[config.mk]
export PLATFORM = sky130hd
export DESIGN_NAME = div_hs_param
export DESIGN_NICKNAME = d
export VERILOG_FILES = /design/src/rtl/div_hs_param.sv
export SDC_FILE = /design/constraint.sdc
export NUM_CORES = 1
export LEC_CHECK = 0
export ABC_AREA = 0
export CAP_MARGIN = 20
export CELL_PAD_IN_SITES_DETAIL_PLACEMENT = 1
export CELL_PAD_IN_SITES_GLOBAL_PLACEMENT = 2
export CORE_ASPECT_RATIO = 1.25
export CORE_UTILIZATION = 30
export CTS_BUF_LIST = sky130_fd_sc_hd__clkbuf_16
export CTS_CLUSTER_DIAMETER = 60
export DETAILED_ROUTE_END_ITERATION = 10
export GPL_ROUTABILITY_DRIVEN = 0
export PLACE_DENSITY_LB_ADDON = 0.1
export REMOVE_ABC_BUFFERS = 1
export SLEW_MARGIN = 30
export SYNTH_ARGS = -nofsm -noshare
export SYNTH_HDL_FRONTEND = slang
export SYNTH_SLANG_ARGS = --single-unit
[constraint.sdc]
create_clock -name CLK -period 2.86 [get_ports CLK]
set_clock_uncertainty 0.05 [all_clocks]
set_input_delay 0.429 -clock CLK [delete_from_list [all_inputs] [get_ports CLK]]
set_output_delay 0.429 -clock CLK [all_outputs]
set_load 0.01 [all_outputs]
[src/rtl/div_hs_param.sv]
// Iterative restoring divider (one quotient bit per clock) behind a four-phase REQ/ACK handshake.
// Define DIV_OVF_EN to add the OVF port flagging signed MIN / -1.
module div_hs_param #(
  parameter int W  = 16,
  parameter int CW = $clog2(W + 1)
) (
  input  logic         CLK,
  input  logic         RST,
  input  logic         REQ,
  input  logic         SGN,
  input  logic [W-1:0] A,
  input  logic [W-1:0] D,
  output logic         ACK,
  output logic [W-1:0] Q,
  output logic [W-1:0] R,
  output logic         FDBZ
`ifdef DIV_OVF_EN
  ,
  output logic         OVF
`endif
);

  // Handshake: REQ rises with operands stable; ACK rises with a registered
  // result; REQ falls; ACK falls; only then may a new REQ be accepted.
  typedef enum logic [1:0] {S_IDLE, S_CALC, S_FIX, S_DONE} state_t;

  localparam logic [W-1:0] MIN_V = {1'b1, {(W-1){1'b0}}};

  state_t         state_q, state_d;
  logic [CW-1:0]  cnt_q, cnt_d;
  logic           neg_q, neg_d;
  logic           a_neg_q, a_neg_d;
  logic [W-1:0]   d_mag_q, d_mag_d;
  logic [W-1:0]   rem_q, rem_d;
  logic [W-1:0]   quo_q, quo_d;
  logic           dbz_q, dbz_d;
  logic           ack_q, ack_d;
  logic [W-1:0]   q_q, q_d;
  logic [W-1:0]   r_q, r_d;
  logic           fdbz_q, fdbz_d;
`ifdef DIV_OVF_EN
  logic           ovf_cap_q, ovf_cap_d;
  logic           ovf_q, ovf_d;
`endif

  logic           a_neg, d_neg;
  logic [W-1:0]   a_mag, d_mag;
  logic [W:0]     sh;
  logic           take;
  logic [W-1:0]   rem_sub;
  logic [W-1:0]   q_res, r_res;
  logic           load_res;

  always_comb begin
    a_neg = SGN & A[W-1];
    d_neg = SGN & D[W-1];
    a_mag = a_neg ? -A : A;
    d_mag = d_neg ? -D : D;
    // Partial remainder stays below the divisor, so the W-bit difference is exact.
    sh      = {rem_q, quo_q[W-1]};
    take    = (sh >= {1'b0, d_mag_q});
    rem_sub = sh[W-1:0] - d_mag_q;
    q_res   = neg_q ? -quo_q : quo_q;
    r_res   = a_neg_q ? -rem_q : rem_q;
  end

  always_comb begin
    state_d  = state_q;
    cnt_d    = cnt_q;
    neg_d    = neg_q;
    a_neg_d  = a_neg_q;
    d_mag_d  = d_mag_q;
    rem_d    = rem_q;
    quo_d    = quo_q;
    dbz_d    = dbz_q;
    ack_d    = ack_q;
    q_d      = q_q;
    r_d      = r_q;
    fdbz_d   = fdbz_q;
    load_res = 1'b0;
`ifdef DIV_OVF_EN
    ovf_cap_d = ovf_cap_q;
    ovf_d     = ovf_q;
`endif
    case (state_q)
      S_IDLE: begin
        ack_d = 1'b0;
        if (REQ) begin
          neg_d   = SGN & (A[W-1] ^ D[W-1]);
          a_neg_d = a_neg;
          d_mag_d = d_mag;
          dbz_d   = (D == '0);
`ifdef DIV_OVF_EN
          ovf_cap_d = SGN && (A == MIN_V) && (D == '1);
`endif
          if (D == '0) begin
            // Divide by zero: remainder path reproduces the raw dividend, quotient 0.
            rem_d   = a_mag;
            quo_d   = '0;
            cnt_d   = '0;
            state_d = S_DONE;
          end else begin
            rem_d   = '0;
            quo_d   = a_mag;
            cnt_d   = CW'(W);
            state_d = S_CALC;
          end
        end
      end
      S_CALC: begin
        rem_d = take ? rem_sub : sh[W-1:0];
        quo_d = {quo_q[W-2:0], take};
        cnt_d = cnt_q - CW'(1);
        if (cnt_q == CW'(1)) state_d = S_FIX;
      end
      S_FIX: begin
        load_res = 1'b1;
        state_d  = S_DONE;
      end
      S_DONE: begin
        // ACK still low here only when arriving straight from a divide-by-zero capture.
        if (!ack_q) begin
          load_res = 1'b1;
        end else if (!REQ) begin
          ack_d   = 1'b0;
          state_d = S_IDLE;
        end
      end
      default: state_d = S_IDLE;
    endcase
    if (load_res) begin
      q_d    = q_res;
      r_d    = r_res;
      fdbz_d = dbz_q;
      ack_d  = 1'b1;
`ifdef DIV_OVF_EN
      ovf_d  = ovf_cap_q;
`endif
    end
  end

  always_ff @(posedge CLK or negedge RST) begin
    if (!RST) begin
      state_q <= S_IDLE;
      cnt_q   <= '0;
      neg_q   <= 1'b0;
      a_neg_q <= 1'b0;
      d_mag_q <= '0;
      rem_q   <= '0;
      quo_q   <= '0;
      dbz_q   <= 1'b0;
      ack_q   <= 1'b0;
      q_q     <= '0;
      r_q     <= '0;
      fdbz_q  <= 1'b0;
`ifdef DIV_OVF_EN
      ovf_cap_q <= 1'b0;
      ovf_q     <= 1'b0;
`endif
    end else begin
      state_q <= state_d;
      cnt_q   <= cnt_d;
      neg_q   <= neg_d;
      a_neg_q <= a_neg_d;
      d_mag_q <= d_mag_d;
      rem_q   <= rem_d;
      quo_q   <= quo_d;
      dbz_q   <= dbz_d;
      ack_q   <= ack_d;
      q_q     <= q_d;
      r_q     <= r_d;
      fdbz_q  <= fdbz_d;
`ifdef DIV_OVF_EN
      ovf_cap_q <= ovf_cap_d;
      ovf_q     <= ovf_d;
`endif
    end
  end

  assign ACK  = ack_q;
  assign Q    = q_q;
  assign R    = r_q;
  assign FDBZ = fdbz_q;
`ifdef DIV_OVF_EN
  assign OVF  = ovf_q;
`endif

endmodule

==> results of run 1 <==
-- cell families after synthesis --
family / after synthesis / synth area share, %
mux: 24 / 3.93
buf+inv: 69 / 5.27
simple gates: 227 / 17.6
flops: 92 / 36.7
fa+ha+maj: 28 / 5.71
xor+xnor: 68 / 9.51
compound gates: 209 / 21.3
-- worst max path at each step --
stage,start,endpoint,slack [ns],cells after the start
after floorplan,state_q[1],rem_q[5],-0.53,6
final,D[0],rem_q[2],0.13,10
after global placement,D[0],rem_q[1],-0.29,10
after CTS,d_mag_q[6],rem_q[7],0.002,11
after global routing,d_mag_q[3],rem_q[7],0.003,11
after detailed placement,D[0],rem_q[1],-0.35,10
-- Yosys cell counts (3+ instances only) --
library cell   n  share of area [%]
a211oi_2       4               0.80
a21o_1         6               0.72
a21oi_1       48                3.8
a221oi_1      11                1.5
a22o_1         3               0.42
a22oi_1        5               0.60
and2_1         4               0.40
and3_1         3               0.30
buf_2          4               0.32
buf_6          4               0.72
clkbuf_1      24                1.4
dfrtp_1       92                 37
ha_1          27                5.4
inv_1         34                2.0
mux2_2         5               0.90
mux2i_1       19                3.0
nand2_1       77                4.6
nand2b_1       3               0.30
nand3_1        7               0.56
nand4_1        4               0.40
nor2_1        63                3.8
nor2b_1        8               0.80
nor3_1        22                1.8
nor4_1         8               0.80
o21a_1         7               0.84
o21ai_0       72                5.8
o21ai_1        7               0.56
o22ai_1        3               0.30
o31ai_1       12                1.4
o41ai_1        9                1.3
or2_2          3               0.30
or3_1          3               0.30
or4_1          8               0.96
xnor2_1       27                3.8
xor2_1        41                5.7
-- stage by stage --
step,instance area [µm²],total power (µW),hold slack (ns)
2_1_floorplan,6060,6160,0.0834
3_3_place_gp,7730,8340,0.382
3_5_place_dp,7730,8520,0.391
4_1_cts,8060,9900,0.0148
5_1_grt,8160,10800,0.0406
6_report,8160,9950,-0.00252
-- per-layer routing --
metal / vias up / part of all wire (%) / global-route usage (%)
li1: 2817 / - / -
met1: 2758 / 44 / 23.1
met2: 74 / 52 / 35.7
met3: 14 / 2.2 / 1.80
met4: 0 / 1.5 / 5.97
met5: - / 0 / 0
-- area by class of cell --
class                      count  share of cell area [%]
clock buffer                   9                    2.76
clock inverter                 7                    1.14
inverter                      34                    1.56
multi-input combinational    556                    45.3
sequential                    92                    28.2
tap                          270                    4.14
timing repair buffer         156                    16.9
-- power by group through the flow --
| stage | combinational, µW | clock (µW) | sequential (µW) |
|---|---|---|---|
| after floorplan | 3690 | 0 | 2470 |
| after global placement | 5900 | 0 | 2430 |
| after detailed placement | 6050 | 0 | 2470 |
| after CTS | 6100 | 1340 | 2450 |
| after global routing | 6910 | 1380 | 2540 |
| final | 6210 | 1290 | 2440 |
-- registers in the layout, indices dropped and copies added (netlist names) --
signal	count
ACK	1
FDBZ	1
Q	16
R	16
a_neg_q	1
cnt_q	5
d_mag_q	16
dbz_q	1
neg_q	1
quo_q	16
rem_q	16
state_q	2
-- critical path: cells and delay by family --
family          cells  cell delay [ns]
simple gates        4             1.49
fa+ha+maj           1             0.19
buf+inv             3             0.67
compound gates      2             0.16
-- timing repair --
action                                  CTS  global route
resized for setup                         2            18
pin swaps                                 1             4
hold buffers                              0             0
setup buffers                             1             4
cloned                                    0             0
endpoints found under the setup margin    3            27
==> results.json, run 1 <==
{
  "antenna_cells": 0,
  "synth_edf_count": 0,
  "clk_pin_slew_worst_paths_ns": 0.07,
  "layout_common_cells": "dfrtp_1, buf_4, nand2_1, o21ai_0, clkdlybuf4s50_1",
  "async_reset_ff_share_pct": 100,
  "period_minus_slack_ns": 2.73,
  "cellPowerDensity_nw_per_um2": 1220,
  "ys_types": 68,
  "antenna_found_initial": 0,
  "hold-worst-slack_ns": -0.00252,
  "worstPathCellList": "clkdlybuf4s50_1, inv_2, ha_2, or4b_4, or2_4, buf_4, or3_1, nor3_1, a21oi_1, o21ai_1",
  "r2r-end": "rem_q[7]",
  "drtIter0Drc": 192,
  "reg2reg_depth": 11,
  "clock.fmax_mhz": 366,
  "start_kind": "input port",
  "hpwl_mm": 15.9,
  "final_util_pct": 40.1,
  "cp_data_required_time_ns": 3.07,
  "grt_max_degree": 39,
  "rsz0062_at_grt": "false",
  "clockBufferDepth": 2,
  "p_switching_uw": 4370,
  "grt_pass1_vias": 6028,
  "place_inst": 1103,
  "cts_buffers": 9,
  "syn2layout_area_growth_pct": 30.2,
  "pre_cts_ws_ns": -0.348,
  "status": "finished, violations left",
  "drc": 0,
  "clock_sinks": 92,
  "timing.reg2reg.setup_slack_ns": 0.13,
  "crit_slowest_cell": "or4b_4",
  "internal_power_uw": 5580,
  "synth-main-ff-cell": "dfrtp_1",
  "fillers": 2385,
  "violations": "hold timing",
  "grt_overflow": 0,
  "wl_per_cell_um": 17.6,
  "r2r-start": "d_mag_q[3]",
  "final_common_cell": "dfrtp_1",
  "crit_type": "in2reg",
  "dr.pass1.iters": 4,
  "hp-class": "in2async",
  "syn_area_um2": 6260,
  "die_w_um": 131,
  "design.core.area_um2": 20300,
  "crit_fanout": 4,
  "worst_pin_slew_ns": 0.633,
  "grt_pass1_wl_mm": 32.1,
  "place.port_buffers": 69,
  "clk_latency_ns": 0.35,
  "drive_gt1_share_pct": 16.7,
  "max-slew-margin-rel_pct": 57.4,
  "initial_core_util_pct": 30.8,
  "finalSetupViolCount": 0,
  "vias": 5663,
  "final_hold_viol_count": 3,
  "timing.final.ws_setup_ns": 0.125,
  "min_period_over_period_pct": 95.6,
  "drt_wl_total_mm": 19.8,
  "cts_tree": "yes",
  "setup_tns_ns": 0,
  "dieHeight_um": 164,
  "syn_area_per_cell_um2": 8.74,
  "finalMaxSlewViolations": 0,
  "yosys_warnings": 0,
  "seqPwrFrac_pct": 24.5,
  "ys_ff_latch": 92,
  "rows": 58,
  "ioPinCount": 70,
  "cp-end-kind": "flip-flop",
  "p_sw_share_pct": 43.9,
  "regArea_um2": 2300,
  "power_frac_comb_pct": 62.5,
  "die-area_um2": 21500,
  "cts.htree.levels": 3,
  "multi_input_area_um2": 3690,
  "p_leak_uw": 0.00351,
  "instances_no_fill": 1124,
  "cap_violations": 0,
  "max_stage_delay_ns": 0.47,
  "fin_nets": 913,
  "clockRootBuffer": "clkbuf_16",
  "grt_use_total_pct": 19.1,
  "netlist_instances": 717,
  "crit_arrival_ns": 2.95,
  "ant_nets": 0,
  "yosysSeqAreaShare_pct": 36.7,
  "peakVddDrop_uv": 376,
  "clockPowerShare_pct": 13.0,
  "avgViaCountPerCell": 5.04
}
(Power assumes the default switching activity.)
==> inputs of run 2 (changes only) <==
--- a/config.mk
+++ b/config.mk
@@ -17,7 +17,6 @@
 export GPL_ROUTABILITY_DRIVEN = 0
 export PLACE_DENSITY_LB_ADDON = 0.1
 export REMOVE_ABC_BUFFERS = 1
-export SLEW_MARGIN = 30
 export SYNTH_ARGS = -nofsm -noshare
 export SYNTH_HDL_FRONTEND = slang
 export SYNTH_SLANG_ARGS = --single-unit
==> results of run 2 <==
Same layout as run 1: the final DEF is identical, and so are final timing and power.
==> inputs of run 3 (changes only) <==
--- a/config.mk
+++ b/config.mk
@@ -10,6 +10,7 @@
 export CELL_PAD_IN_SITES_DETAIL_PLACEMENT = 1
 export CELL_PAD_IN_SITES_GLOBAL_PLACEMENT = 2
 export CORE_ASPECT_RATIO = 1.25
+export CORE_MARGIN = 2
 export CORE_UTILIZATION = 30
 export CTS_BUF_LIST = sky130_fd_sc_hd__clkbuf_16
 export CTS_CLUSTER_DIAMETER = 60
==> constraint.sdc (replaced) <==
create_clock -name CLK -period 2.6 [get_ports CLK]
set_clock_uncertainty 0.05 [all_clocks]
set_input_delay 0.39 -clock CLK [delete_from_list [all_inputs] [get_ports CLK]]
set_output_delay 0.39 -clock CLK [all_outputs]
set_load 0.01 [all_outputs]
==> run 3 against run 2 <==
  * The flow finishes with violations (setup timing)
  * Design area rose by 5.8%
  * Critical path depth rose by 1
  * Sequential share of layout area fell by 1.6 points
  * Sequential power rose by 11%
  * Count of clock-buffer cells in the layout did not move
  * Largest power group unchanged
  * Total power rose by 17%
==> results.json, run 3 (synthesized netlist as in run 1, its figures left out) <==
{
  "cts.htree.levels": 3,
  "antenna_cells": 0,
  "drt_wl_total_mm": 20.5,
  "power.total_uw": 11600,
  "violations": "setup timing",
  "final_common_cell": "buf_4",
  "internal_power_uw": 6440,
  "cts_tree": "yes",
  "worstPathCellList": "inv_2, ha_4, a211o_1, a21oi_2, or4b_4, a21oi_4, a22o_4, buf_6, buf_6, mux2i_1, o21ai_1",
  "design.core.area_um2": 20700,
  "grt_use_total_pct": 19.3,
  "p_switching_uw": 5170,
  "holdPathStages": 2,
  "clk_latency_ns": 0.35,
  "die_w_um": 133,
  "grt_pass1_vias": 6258,
  "cp-end-kind": "flip-flop",
  "antenna_found_initial": 0,
  "worst_pin_slew_ns": 0.605,
  "reg2reg_depth": 11,
  "crit_fanout": 3,
  "crit_type": "reg2reg",
  "max_stage_delay_ns": 0.49,
  "rows": 59,
  "layout_common_cells": "buf_4, dfrtp_1, nand2_1, o21ai_0, clkdlybuf4s50_1",
  "crit_arrival_ns": 2.79,
  "clk_pin_slew_worst_paths_ns": 0.06,
  "wl_per_cell_um": 17.6,
  "grt_pass1_wl_mm": 33.3,
  "crit_slowest_cell": "or4b_4",
  "cap_violations": 0,
  "die-area_um2": 22100,
  "start_kind": "flip-flop",
  "hpwl_mm": 16.3,
  "rsz0062_at_grt": "true",
  "dr.pass1.iters": 4,
  "post-route-cell-area_um2": 8630,
  "cpMostUsedCell": "buf_6",
  "peakVddDrop_uv": 446,
  "max-slew-margin-rel_pct": 59.3,
  "status": "finished, violations left",
  "fin_nets": 951,
  "clockPowerShare_pct": 10.7,
  "place.port_buffers": 69,
  "hp-class": "reg2reg",
  "p_leak_uw": 0.00374,
  "power_frac_comb_pct": 66.0,
  "drtIter0Drc": 161,
  "min_period_over_period_pct": 101,
  "cellPowerDensity_nw_per_um2": 1340,
  "finalSetupViolCount": 6,
  "ant_nets": 0,
  "seqPwrFrac_pct": 23.3,
  "finalMaxSlewViolations": 0,
  "syn2layout_area_growth_pct": 37.8,
  "ioPinCount": 70,
  "period_minus_slack_ns": 2.63,
  "timing.final.ws_setup_ns": -0.0272,
  "clockRootBuffer": "clkbuf_16",
  "dieHeight_um": 166,
  "grt_max_degree": 45,
  "clock.fmax_mhz": 381,
  "drc": 0,
  "initial_core_util_pct": 30.3,
  "cts_buffers": 9,
  "p_sw_share_pct": 44.5,
  "avgViaCountPerCell": 5.00,
  "vias": 5832,
  "drive_gt1_share_pct": 23.2,
  "final_hold_viol_count": 0,
  "clockBufferDepth": 2,
  "post_dp_cell_area_um2": 8010,
  "grt_overflow": 0,
  "cp_data_required_time_ns": 2.76,
  "clock_sinks": 92
}
==> run 3: timing repair <==
action                                  4_1_cts  5_1_grt
endpoints found under the setup margin       31       34
endpoints found under the hold margin        22        0
setup buffers                                 3        7
gates cloned                                  0        0
pin swaps                                    11        8
hold buffers                                  1        0
gates resized for setup                      34       30
==> run 3: worst max-delay path: cells and delay by family, from the launching register on <==
| family | cells | cell delay, ns |
|---|---|---|
| adders and majority gates | 1 | 0.21 |
| AOI/OAI and AO/OA | 5 | 0.82 |
| and+or+nand+nor | 1 | 0.49 |
| buffers and inverters | 3 | 0.33 |
| DFF | 1 | 0.39 |
| muxes | 1 | 0.20 |
==> run 3: layout make-up <==
type                       instances  area [µm²]
sequential                        92        2300
timing repair buffer             194        1690
clock buffer                       9         225
multi-input combinational        556        3900
inverter                          34         128
fill                            2421       12000
clock inverter                     7        43.8
tap                              274         343
==> run 3: worst paths after layout <==
path                             from       end  slack (ns)
max                        d_mag_q[6]  rem_q[1]       -0.03
min                             R[13]     R[13]        0.43
max reg2reg                d_mag_q[6]  rem_q[1]       -0.03
min reg2reg                     R[13]     R[13]        0.43
max in group asynchronous         RST  rem_q[3]        1.45
min in group asynchronous         RST      R[2]        0.45
==> run 3: power by group through the flow <==
stage / combinational [µW] / clock (µW) / sequential, µW
after floorplan: 4050 / 0 / 2720
after global placement: 6800 / 0 / 2680
after detailed placement: 7040 / 0 / 2720
after CTS: 7480 / 1290 / 2700
after global routing: 8480 / 1350 / 2810
final: 7660 / 1240 / 2700
==> run 3: through the flow <==
stage / setup TNS, ns / hold WS, ns / cells / worst slack, ns / utilization [%]
after CTS: -2.03 / 0.437 / 1161 / -0.171 / 40.9
after global routing: -1.60 / 0.457 / 1166 / -0.148 / 41.8
after floorplan: -35.37 / 0.0444 / 682 / -0.789 / -
after global placement: -13.08 / 0.275 / 1142 / -0.442 / 38.8
final: -0.0698 / 0.428 / 1166 / -0.0272 / 41.8
after detailed placement: -16.23 / 0.278 / 1142 / -0.556 / 38.8
==> run 3: metal layers <==
| layer | wire length [µm] | vias to the layer above | share of wire, % | GRT usage, % |
|---|---|---|---|---|
| li1 | - | 2896 | - | - |
| met1 | 8970 | 2849 | 44 | 23.6 |
| met2 | 10800 | 68 | 52 | 35.4 |
| met3 | 383 | 19 | 1.9 | 1.92 |
| met4 | 430 | 0 | 2.1 | 6.58 |
| met5 | 0 | - | 0 | 0 |
